## src/rtl/tweet_buffer.sv

```systemverilog
// rtl/tweet_buffer.sv - UART receiver, circular character store and UART transmitter
// Even parity in both directions is enabled by defining TWEET_BUFFER_PARITY_EN.
module tweet_buffer #(
    parameter int CLK_DIV    = 5208,
    parameter int DATA_W     = 8,
    parameter int DEPTH_LOG2 = 4
) (
    input  logic                  sysclk,
    input  logic                  reset,
    input  logic                  rx,
    input  logic                  play,
    input  logic                  clear,
    output logic                  tx,
    output logic                  busy,
    output logic [DEPTH_LOG2:0]   count,
    output logic                  full,
    output logic                  empty,
    output logic                  frame_err,
    output logic                  overflow
);
    localparam int                  DEPTH     = 1 << DEPTH_LOG2;
    localparam logic [15:0]         BIT_LAST  = 16'(CLK_DIV - 1);
    localparam logic [15:0]         HALF_LAST = 16'(CLK_DIV / 2 - 1);
    localparam logic [3:0]          DATA_LAST = 4'(DATA_W - 1);
    localparam logic [DEPTH_LOG2:0] DEPTH_N   = (DEPTH_LOG2 + 1)'(DEPTH);

    localparam logic [2:0] ST_IDLE  = 3'd0;
    localparam logic [2:0] ST_START = 3'd1;
    localparam logic [2:0] ST_DATA  = 3'd2;
`ifdef TWEET_BUFFER_PARITY_EN
    localparam logic [2:0] ST_PAR   = 3'd3;
`endif
    localparam logic [2:0] ST_STOP  = 3'd4;

    // rx_prev is the edge-detect stage behind the two synchroniser flops
    logic rx_meta, rx_sync, rx_prev;

    always_ff @(posedge sysclk) begin
        if (reset) begin
            rx_meta <= 1'b1;
            rx_sync <= 1'b1;
            rx_prev <= 1'b1;
        end else begin
            rx_meta <= rx;
            rx_sync <= rx_meta;
            rx_prev <= rx_sync;
        end
    end

    logic [2:0]        rx_st;
    logic [15:0]       rx_cnt;
    logic [3:0]        rx_bit;
    logic [DATA_W-1:0] rx_shift;
    logic              wr_valid;
    logic [DATA_W-1:0] wr_data;
`ifdef TWEET_BUFFER_PARITY_EN
    logic              rx_pbit;
`endif

    always_ff @(posedge sysclk) begin
        if (reset) begin
            rx_st     <= ST_IDLE;
            rx_cnt    <= '0;
            rx_bit    <= '0;
            rx_shift  <= '0;
            wr_valid  <= 1'b0;
            wr_data   <= '0;
            frame_err <= 1'b0;
`ifdef TWEET_BUFFER_PARITY_EN
            rx_pbit   <= 1'b0;
`endif
        end else begin
            wr_valid  <= 1'b0;
            frame_err <= 1'b0;
            case (rx_st)
                ST_IDLE: begin
                    if (rx_prev && !rx_sync) begin
                        rx_st  <= ST_START;
                        rx_cnt <= HALF_LAST;
                    end
                end
                ST_START: begin
                    if (rx_cnt == '0) begin
                        if (rx_sync) begin
                            rx_st <= ST_IDLE;
                        end else begin
                            rx_st  <= ST_DATA;
                            rx_cnt <= BIT_LAST;
                            rx_bit <= DATA_LAST;
                        end
                    end else begin
                        rx_cnt <= rx_cnt - 1'b1;
                    end
                end
                ST_DATA: begin
                    if (rx_cnt == '0) begin
                        rx_shift <= {rx_sync, rx_shift[DATA_W-1:1]};
                        rx_cnt   <= BIT_LAST;
                        if (rx_bit == '0) begin
`ifdef TWEET_BUFFER_PARITY_EN
                            rx_st <= ST_PAR;
`else
                            rx_st <= ST_STOP;
`endif
                        end else begin
                            rx_bit <= rx_bit - 1'b1;
                        end
                    end else begin
                        rx_cnt <= rx_cnt - 1'b1;
                    end
                end
`ifdef TWEET_BUFFER_PARITY_EN
                ST_PAR: begin
                    if (rx_cnt == '0) begin
                        rx_pbit <= rx_sync;
                        rx_cnt  <= BIT_LAST;
                        rx_st   <= ST_STOP;
                    end else begin
                        rx_cnt <= rx_cnt - 1'b1;
                    end
                end
`endif
                ST_STOP: begin
                    if (rx_cnt == '0) begin
                        rx_st <= ST_IDLE;
`ifdef TWEET_BUFFER_PARITY_EN
                        if (rx_sync && ((^rx_shift) == rx_pbit)) begin
`else
                        if (rx_sync) begin
`endif
                            wr_valid <= 1'b1;
                            wr_data  <= rx_shift;
                        end else begin
                            frame_err <= 1'b1;
                        end
                    end else begin
                        rx_cnt <= rx_cnt - 1'b1;
                    end
                end
                default: rx_st <= ST_IDLE;
            endcase
        end
    end

    logic [DATA_W-1:0]     mem [DEPTH];
    logic [DEPTH_LOG2-1:0] wr_ptr, rd_ptr;
    logic [DEPTH_LOG2:0]   count_next;
    logic                  wr_ok, pop, launch, launch_pending;
    logic [2:0]            tx_st;
    logic [15:0]           tx_cnt;

    // clear wins over a same-cycle write and cancels any pending launch
    assign wr_ok    = wr_valid && !full && !clear;
    assign overflow = wr_valid && full && !clear;
    assign launch   = !clear && !empty &&
                      ((tx_st == ST_IDLE && launch_pending) ||
                       (tx_st == ST_STOP && tx_cnt == '0));
    assign pop      = launch;

    always_comb begin
        count_next = count;
        if (clear) begin
            count_next = '0;
        end else if (wr_ok && !pop) begin
            count_next = count + 1'b1;
        end else if (pop && !wr_ok) begin
            count_next = count - 1'b1;
        end
    end

    always_ff @(posedge sysclk) begin
        if (wr_ok) begin
            mem[wr_ptr] <= wr_data;
        end
    end

    always_ff @(posedge sysclk) begin
        if (reset) begin
            wr_ptr <= '0;
            rd_ptr <= '0;
            count  <= '0;
            full   <= 1'b0;
            empty  <= 1'b1;
        end else begin
            if (wr_ok) begin
                wr_ptr <= wr_ptr + 1'b1;
            end
            if (clear) begin
                rd_ptr <= wr_ptr;
            end else if (pop) begin
                rd_ptr <= rd_ptr + 1'b1;
            end
            count <= count_next;
            full  <= (count_next == DEPTH_N);
            empty <= (count_next == '0);
        end
    end

    logic [3:0]        tx_bit;
    logic [DATA_W-1:0] tx_shift;
`ifdef TWEET_BUFFER_PARITY_EN
    logic              tx_pbit;
`endif

    // launch covers both the first character after play and back-to-back follow-ons
    always_ff @(posedge sysclk) begin
        if (reset) begin
            tx_st          <= ST_IDLE;
            tx_cnt         <= '0;
            tx_bit         <= '0;
            tx_shift       <= '0;
            tx             <= 1'b1;
            busy           <= 1'b0;
            launch_pending <= 1'b0;
`ifdef TWEET_BUFFER_PARITY_EN
            tx_pbit        <= 1'b0;
`endif
        end else if (launch) begin
            tx_st          <= ST_START;
            tx             <= 1'b0;
            tx_cnt         <= BIT_LAST;
            tx_bit         <= DATA_LAST;
            tx_shift       <= mem[rd_ptr];
            launch_pending <= 1'b0;
`ifdef TWEET_BUFFER_PARITY_EN
            tx_pbit        <= ^mem[rd_ptr];
`endif
        end else begin
            case (tx_st)
                ST_IDLE: begin
                    if (launch_pending) begin
                        launch_pending <= 1'b0;
                        busy           <= 1'b0;
                    end else if (play && !busy && !empty && !clear) begin
                        busy           <= 1'b1;
                        launch_pending <= 1'b1;
                    end
                end
                ST_START: begin
                    if (tx_cnt == '0) begin
                        tx       <= tx_shift[0];
                        tx_shift <= tx_shift >> 1;
                        tx_cnt   <= BIT_LAST;
                        tx_st    <= ST_DATA;
                    end else begin
                        tx_cnt <= tx_cnt - 1'b1;
                    end
                end
                ST_DATA: begin
                    if (tx_cnt == '0) begin
                        tx_cnt <= BIT_LAST;
                        if (tx_bit == '0) begin
`ifdef TWEET_BUFFER_PARITY_EN
                            tx    <= tx_pbit;
                            tx_st <= ST_PAR;
`else
                            tx    <= 1'b1;
                            tx_st <= ST_STOP;
`endif
                        end else begin
                            tx       <= tx_shift[0];
                            tx_shift <= tx_shift >> 1;
                            tx_bit   <= tx_bit - 1'b1;
                        end
                    end else begin
                        tx_cnt <= tx_cnt - 1'b1;
                    end
                end
`ifdef TWEET_BUFFER_PARITY_EN
                ST_PAR: begin
                    if (tx_cnt == '0) begin
                        tx     <= 1'b1;
                        tx_cnt <= BIT_LAST;
                        tx_st  <= ST_STOP;
                    end else begin
                        tx_cnt <= tx_cnt - 1'b1;
                    end
                end
`endif
                ST_STOP: begin
                    if (tx_cnt == '0) begin
                        tx_st <= ST_IDLE;
                        busy  <= 1'b0;
                    end else begin
                        tx_cnt <= tx_cnt - 1'b1;
                    end
                end
                default: begin
                    tx_st <= ST_IDLE;
                    tx    <= 1'b1;
                end
            endcase
        end
    end
endmodule

```

## config.mk

```make
export PLATFORM = sky130hd
export DESIGN_NAME = tweet_buffer
export DESIGN_NICKNAME = d
export VERILOG_FILES = /design/src/rtl/tweet_buffer.sv
export SDC_FILE = /design/constraint.sdc
export NUM_CORES = 1
export LEC_CHECK = 0
export ABC_AREA = 1
export CORE_MARGIN = 10
export CORE_UTILIZATION = 50
export DETAILED_ROUTE_END_ITERATION = 16
export PLACE_DENSITY = 0.73
export SLEW_MARGIN = 15
export SYNTH_ARGS = -nofsm -noshare
export SYNTH_HDL_FRONTEND = slang
export SYNTH_SLANG_ARGS = --single-unit
export TNS_END_PERCENT = 1
```

## constraint.sdc

```tcl
create_clock -name sysclk -period 2.4 [get_ports sysclk]
set_input_delay 0.36 -clock sysclk [delete_from_list [all_inputs] [get_ports sysclk]]
set_output_delay 0.36 -clock sysclk [all_outputs]
set_load 0.005 [all_outputs]
```

==> run_results.csv, run 1 <==
group,metric,value,unit
status,status,"finished clean",
worst_hold_path,min_path_cells,1,
floorplan,initial_core_util,0.5079,
finish,num_antenna_cells,0,
floorplan,dieHeight,160.4,um
grt,grt_pass1_vias,7145,
finish,multiInputGateArea,0.003530,sq mm
clocking,numCtsBuffers,23,
placement,hpwl,14600,um
synth,synthMuxAreaShare,0,
synth,async_flop_share,0,
grt,grt_usage,0.1681,
clocking,cts_tree,"done",
drt,dr_total_vias,7453,
drt,drt_iter0_markers,582,
timing,grt_setup_unrepaired,"false",
critical_path,crit_slowest_cell,"dfxtp_1",
placement,placed_area,0.01045,sq mm
critical_path,required,2.80,ns
synth,synth-simple-area-share,0.1742,
clocking,clkTransAtPathRegs,0.06,ns
critical_path,path_cells,"inv_1, ha_1, nand3_1, nor4_1, nand2_1, inv_2, o21ai_0, nand2_1, nand2_1, nand2_1, nor3_1",
job,cap_violations,0,
synth,ys_types,52,
grt,grt_pass1_wl,36160,um
timing,worst_slew_pin_slew,0.7914,ns
pwr,peakVddDrop,986.8,uV
grt,grt-ovfl-total,0,
clocking,root_buffer,"clkbuf_16",
timing,slew_violations,0,
synth,synth_enable_flop_cells,128,
critical_path,critPathMostFrequentCell,"nand2_1",
drt,viasPerCell,5.488,
timing,max_freq,495.4,MHz
clocking,postCtsSetupRepairBufs,0,
finish,ff_latch_area,0.005787,sq mm
pwr,cellPowerDensity,1011,mW/mm^2
pwr,switchingPower,3.682,mW
drt,first_pass_iters,5,
clocking,htreeDepth,1,
synth,synth_nets,1055,
finish,final_common_cell,"nor2_1",
synth,synthAdderAreaFrac,0.01651,
floorplan,dieArea,0.02572,sq mm
worst_hold_path,holdCritPathClass,"flop to flop",
floorplan,die_w,160.4,um
synth,synth_compound_area_frac,0.1426,
timing,fin_crit_sh,0.8411,
floorplan,io-pin-count,16,
clocking,cts_sinks,225,
drt,drc,0,
finish,layout-drive-gt1-share,0.1025,
pwr,leakage,4.288,nW
synth,syn_inst,1037,
timing,finalHoldViolations,0,
critical_path,worstPathMaxFanout,5,
placement,gp_congestion,0.9017,
grt,antenna_found_initial,0,
timing,fin_tns_setup,0,ns
synth,yosys_warnings,0,
critical_path,r2r_cells,11,
clocking,cts_repair_resize_count,0,
synth,synth_top_family_by_area,"simple AND/OR/NAND/NOR gates",
placement,port_buffers,15,
synth,syn_avg_cell_area,9.500,sq um
finish,fill_cells,1664,
timing,setup_violations,0,
pwr,comb_power_share,0.260,
finish,fin_util,0.5791,
critical_path,worst_setup_path_end_kind,"flop",
critical_path,cp.arrival,2.42,ns
pwr,p_int,7.680,mW
pwr,pwr-share-seq,0.410,
floorplan,std_cell_rows,51,
synth,yosysSeqAreaShare,0.5872,
clocking,cts_buffer_depth,3,
timing,clock_skew,0.009772,ns
synth,ys_ff_latch,225,
critical_path,critPathLaunchType,"flop",
drt,ant_nets,0,
grt,grt_max_degree,46,
timing,max-slew-margin-rel,0.4668,
timing,min_period,2.019,ns
finish,area_growth,14.02,%
critical_path,max_stage_delay,0.32,ns
drt,drt-total-wl,22060,um
floorplan,core,0.01940,sq mm
pwr,clkPwrFrac,0.330,
pwr,switching_share,0.3241,
finish,finalNetCount,1096,
synth,yosys.area_share.xor_xnor,0.02489,
finish,most-common-layout-cells,"nor2_1 (159), edfxtp_1 (128), o21ai_0 (127)",
synth,synth_top_flop_cell,"edfxtp_1",
critical_path,path_class,"flop to flop",
finish,final_area,0.01123,sq mm
clocking,clk_latency,0.51,ns
synth,syn_area,0.009852,sq mm
clocking,cts_hold_buf,0,
drt,wl_per_cell,16.24,um
## worst max-delay path: cells and delay by family, from the launching register on
family / cells / cell delay, ns
and+or+nand+nor: 7 / 0.81
DFF: 1 / 0.32
AOI/OAI and AO/OA: 1 / 0.30
buffers and inverters: 2 / 0.25
adders and majority gates: 1 / 0.23
## power by group through the flow
| stage | Combinational (mW) | Sequential [mW] | Clock [mW] |
|---|---|---|---|
| floorplan | 2.40 | 4.64 | 0 |
| global route | 3.41 | 4.69 | 3.96 |
| finish | 2.96 | 4.66 | 3.75 |
| global placement | 2.88 | 4.73 | 0 |
| detailed placement | 2.93 | 4.73 | 0 |
| CTS | 2.95 | 4.65 | 3.82 |
## area by class of cell
cell class | instances | area share
clock inverter | 14 | 0.01782
multi-input combinational | 679 | 0.3142
inverter | 96 | 0.03230
clock buffer | 26 | 0.05224
tap | 265 | 0.02952
timing repair buffer | 53 | 0.03876
sequential | 225 | 0.5151
## through the flow
step | setup WS [ns] | hold slack [ns] | std cells | power [mW]
after floorplan | 0.6170 | 0.3895 | 1037 | 7.038
after detailed placement | 0.1166 | 0.3978 | 1318 | 7.661
final | 0.3813 | 0.4044 | 1358 | 11.36
after CTS | 0.3830 | 0.3965 | 1358 | 11.43
after global routing | 0.1081 | 0.4222 | 1358 | 12.06
after global placement | 0.1713 | 0.3937 | 1318 | 7.610
## cells by family (layout without fill, tap and decap cells)
logic type      Yosys count  count (layout)
compound gates          253             253
xor+xnor                 28              28
fa+ha+maj                13              13
buf+inv                 133             189
flops                   225             225
simple gates            385             385
## sequential cells by signal, indices dropped and copies added (netlist names), 3 cells and up, named ones only
signal and count:
tx_st 3, tx_bit 4, wr_data 8, wr_ptr 4, rx_cnt 16, count 5, rx_bit 4, rx_st 3
rx_shift 8, tx_cnt 16, tx_shift 8, mem 128, rd_ptr 4
## cell usage after synthesis (9+ instances only)
master	n	share of area
a21oi_1	64	0.033
clkbuf_1	28	0.011
dfxtp_1	97	0.20
edfxtp_1	128	0.39
ha_1	13	0.017
inv_1	83	0.032
inv_2	9	0.0034
nand2_1	123	0.047
nand3_1	42	0.021
nand4_1	9	0.0057
nor2_1	159	0.061
nor3_1	16	0.0081
o21ai_0	127	0.065
o221ai_1	11	0.0098
o22ai_1	17	0.011
xor2_1	20	0.018
## path summary, 6_finish.rpt
| path | startpoint | to | slack [ns] |
|---|---|---|---|
| worst max-delay path | rx_cnt[0] | rx_cnt[14] | 0.38 |
| worst min-delay path | rx_meta | rx_sync | 0.40 |
| worst max register to register | rx_cnt[0] | rx_cnt[14] | 0.38 |
| worst min register to register | rx_meta | rx_sync | 0.40 |
## routing by layer
layer	vias to the layer above	global-route usage	part of all wire
met5	-	0	0
met4	0	0.06260	0.035
met3	56	0.03067	0.057
met2	219	0.2765	0.47
met1	3522	0.2167	0.44
li1	3656	-	-
No activity file was read; power rests on OpenSTA's default activity.
==> run 2: changes to the inputs <==
PLACE_DENSITY = 0.76   (was 0.73)
clock period = 1.71 ns   (was 2.4 ns; I/O delays follow)
==> run_results.csv, run 2 (synthesis gave the netlist of run 1 again) <==
group,metric,value,unit
status,status,"complete, but fails checks",
status,violations,"setup timing",
pwr,leakage,4.902,nW
drt,wl_per_cell,16.44,um
drt,viasPerCell,5.530,
timing,fin_ws,-0.09235,ns
timing,max-slew-margin-rel,0.3930,
clocking,cts_hold_buf,0,
placement,dp_slack,-0.3565,ns
clocking,cts_sinks,225,
grt,grt_max_degree,41,
floorplan,die_w,160.4,um
finish,layout-drive-gt1-share,0.2469,
finish,top_regs,"mem: 128 flops, rx_cnt: 16 flops, tx_cnt: 16 flops",
timing,clock_skew,0.01113,ns
timing,setup_violations,33,
placement,port_buffers,15,
worst_hold_path,holdCritPathClass,"input port to flop",
pwr,cellPowerDensity,1497,mW/mm^2
critical_path,worst_setup_path_end_kind,"flop",
finish,area_growth,26.16,%
drt,ant_nets,0,
critical_path,critPathLaunchType,"flop",
critical_path,r2r_slack,-0.09,ns
clocking,clkTransAtPathRegs,0.06,ns
timing,finalHoldViolations,0,
floorplan,initial_core_util,0.5079,
critical_path,path_class,"flop to flop",
clocking,cts_tree,"done",
floorplan,core,0.01940,sq mm
critical_path,worstPathMaxFanout,7,
timing,worst_slew_pin_slew,0.9093,ns
finish,fill_cells,1504,
finish,most-common-layout-cells,"nor2_1 (145), buf_4 (129), edfxtp_1 (128)",
critical_path,cp.arrival,2.23,ns
floorplan,io-pin-count,16,
floorplan,std_cell_rows,51,
drt,dr_total_vias,8096,
placement,hpwl,15870,um
clocking,root_buffer,"clkbuf_16",
floorplan,dieArea,0.02572,sq mm
clocking,numCtsBuffers,23,
timing,slew_violations,0,
timing,fin_tns_setup,-1.250,ns
critical_path,required,2.14,ns
critical_path,max_stage_delay,0.33,ns
grt,grt_pass1_vias,7740,
placement,gp_congestion,0.8892,
grt,antenna_found_initial,0,
drt,drc,0,
timing,fin_crit_sh,1.054,
pwr,peakVddDrop,1496,uV
floorplan,dieHeight,160.4,um
finish,regMostFlops,"mem",
clocking,htreeDepth,1,
drt,drt_iter0_markers,761,
grt,grt_usage,0.1793,
finish,final_common_cell,"nor2_1",
critical_path,path_cells,"inv_2, ha_4, nand3_4, nor4_4, nand2_2, inv_4, nand2_4, nand3_4, buf_6, buf_6, nor2_2, a211oi_2",
clocking,cts_buffer_depth,3,
finish,num_antenna_cells,0,
drt,drt-total-wl,24070,um
job,cap_violations,0,
drt,first_pass_iters,5,
clocking,clk_latency,0.51,ns
timing,max_freq,554.8,MHz
grt,grt-ovfl-total,0,
grt,grt_pass1_wl,38470,um
critical_path,crit_slowest_cell,"dfxtp_2",
finish,finalNetCount,1201,
finish,largest_reg_flops,128,
timing,min_period,1.802,ns
timing,grt_setup_unrepaired,"true",
run 2: cell count changes in the layout (fill, tap and decap cells not counted), moves of 7 or more:
cell	change
buf_12	+7
buf_4	+91
buf_6	+7
dfxtp_1	-12
dfxtp_2	+10
inv_1	-9
nand2_1	-12
nand2_2	+8
nor2_1	-14
nor2_2	+13
o21ai_0	-24
o21ai_1	+19
run 2: metrics by stage:
step	instance area [sq um]	hold slack, ns	cells	util	power, mW
final	12430	0.3165	1464	0.6407	18.61
after global routing	12430	0.3096	1464	0.6407	19.60
after CTS	12130	0.3004	1455	0.6255	17.59
after detailed placement	11240	0.4085	1412	0.5794	12.13
after global placement	11240	0.3951	1412	0.5794	12.01
after floorplan	9852	0.3603	1037	-	9.878
run 2: worst paths after layout:
kind                   from   endpoint  cells past startpoint
hold reg to reg     rx_meta    rx_sync                      1
setup / recovery  rx_cnt[0]  rx_cnt[4]                     12
hold / removal           rx    rx_meta                      2
setup reg to reg  rx_cnt[0]  rx_cnt[4]                     12
run 2: final cells by class:
class / instances / area (sq um) / area share
multi-input cells: 679 / 3795 / 0.3053
inverters: 96 / 375.4 / 0.03020
flip-flops and latches: 225 / 5807 / 0.4672
clock inverters: 14 / 173.9 / 0.01399
well taps: 265 / 331.6 / 0.02668
clock buffers: 27 / 610.6 / 0.04912
repair buffers: 158 / 1336 / 0.1075
run 2: power breakdown:
| part | internal, mW | total [mW] | switching (mW) |
|---|---|---|---|
| Sequential | 6.13 | 6.47 | 0.344 |
| Clock | 3.15 | 5.21 | 2.06 |
| Combinational | 3.09 | 6.93 | 3.84 |
| Total | 12.4 | 18.6 | 6.24 |
run 2: per-layer routing:
layer,GRT usage,share of wire,wire length [um],vias to the layer above
met5,0,0,0,-
met4,0.05551,0.030,720,0
met3,0.02531,0.063,1528,66
met2,0.3034,0.50,11930,291
met1,0.2330,0.41,9897,3878
li1,-,-,-,3861
run 2: what timing repair did:
action | CTS | global route
pin swaps | 7 | 21
resized for setup | 39 | 88
setup buffers | 2 | 9
endpoints found under the setup margin | 72 | 129
run 2: critical path: cells and delay by family (launching register included):
family	cells	cell delay (ns)
DFF	1	0.33
buffers and inverters	4	0.43
adders and majority gates	1	0.16
AOI/OAI and AO/OA	1	0.19
and+or+nand+nor	6	0.61
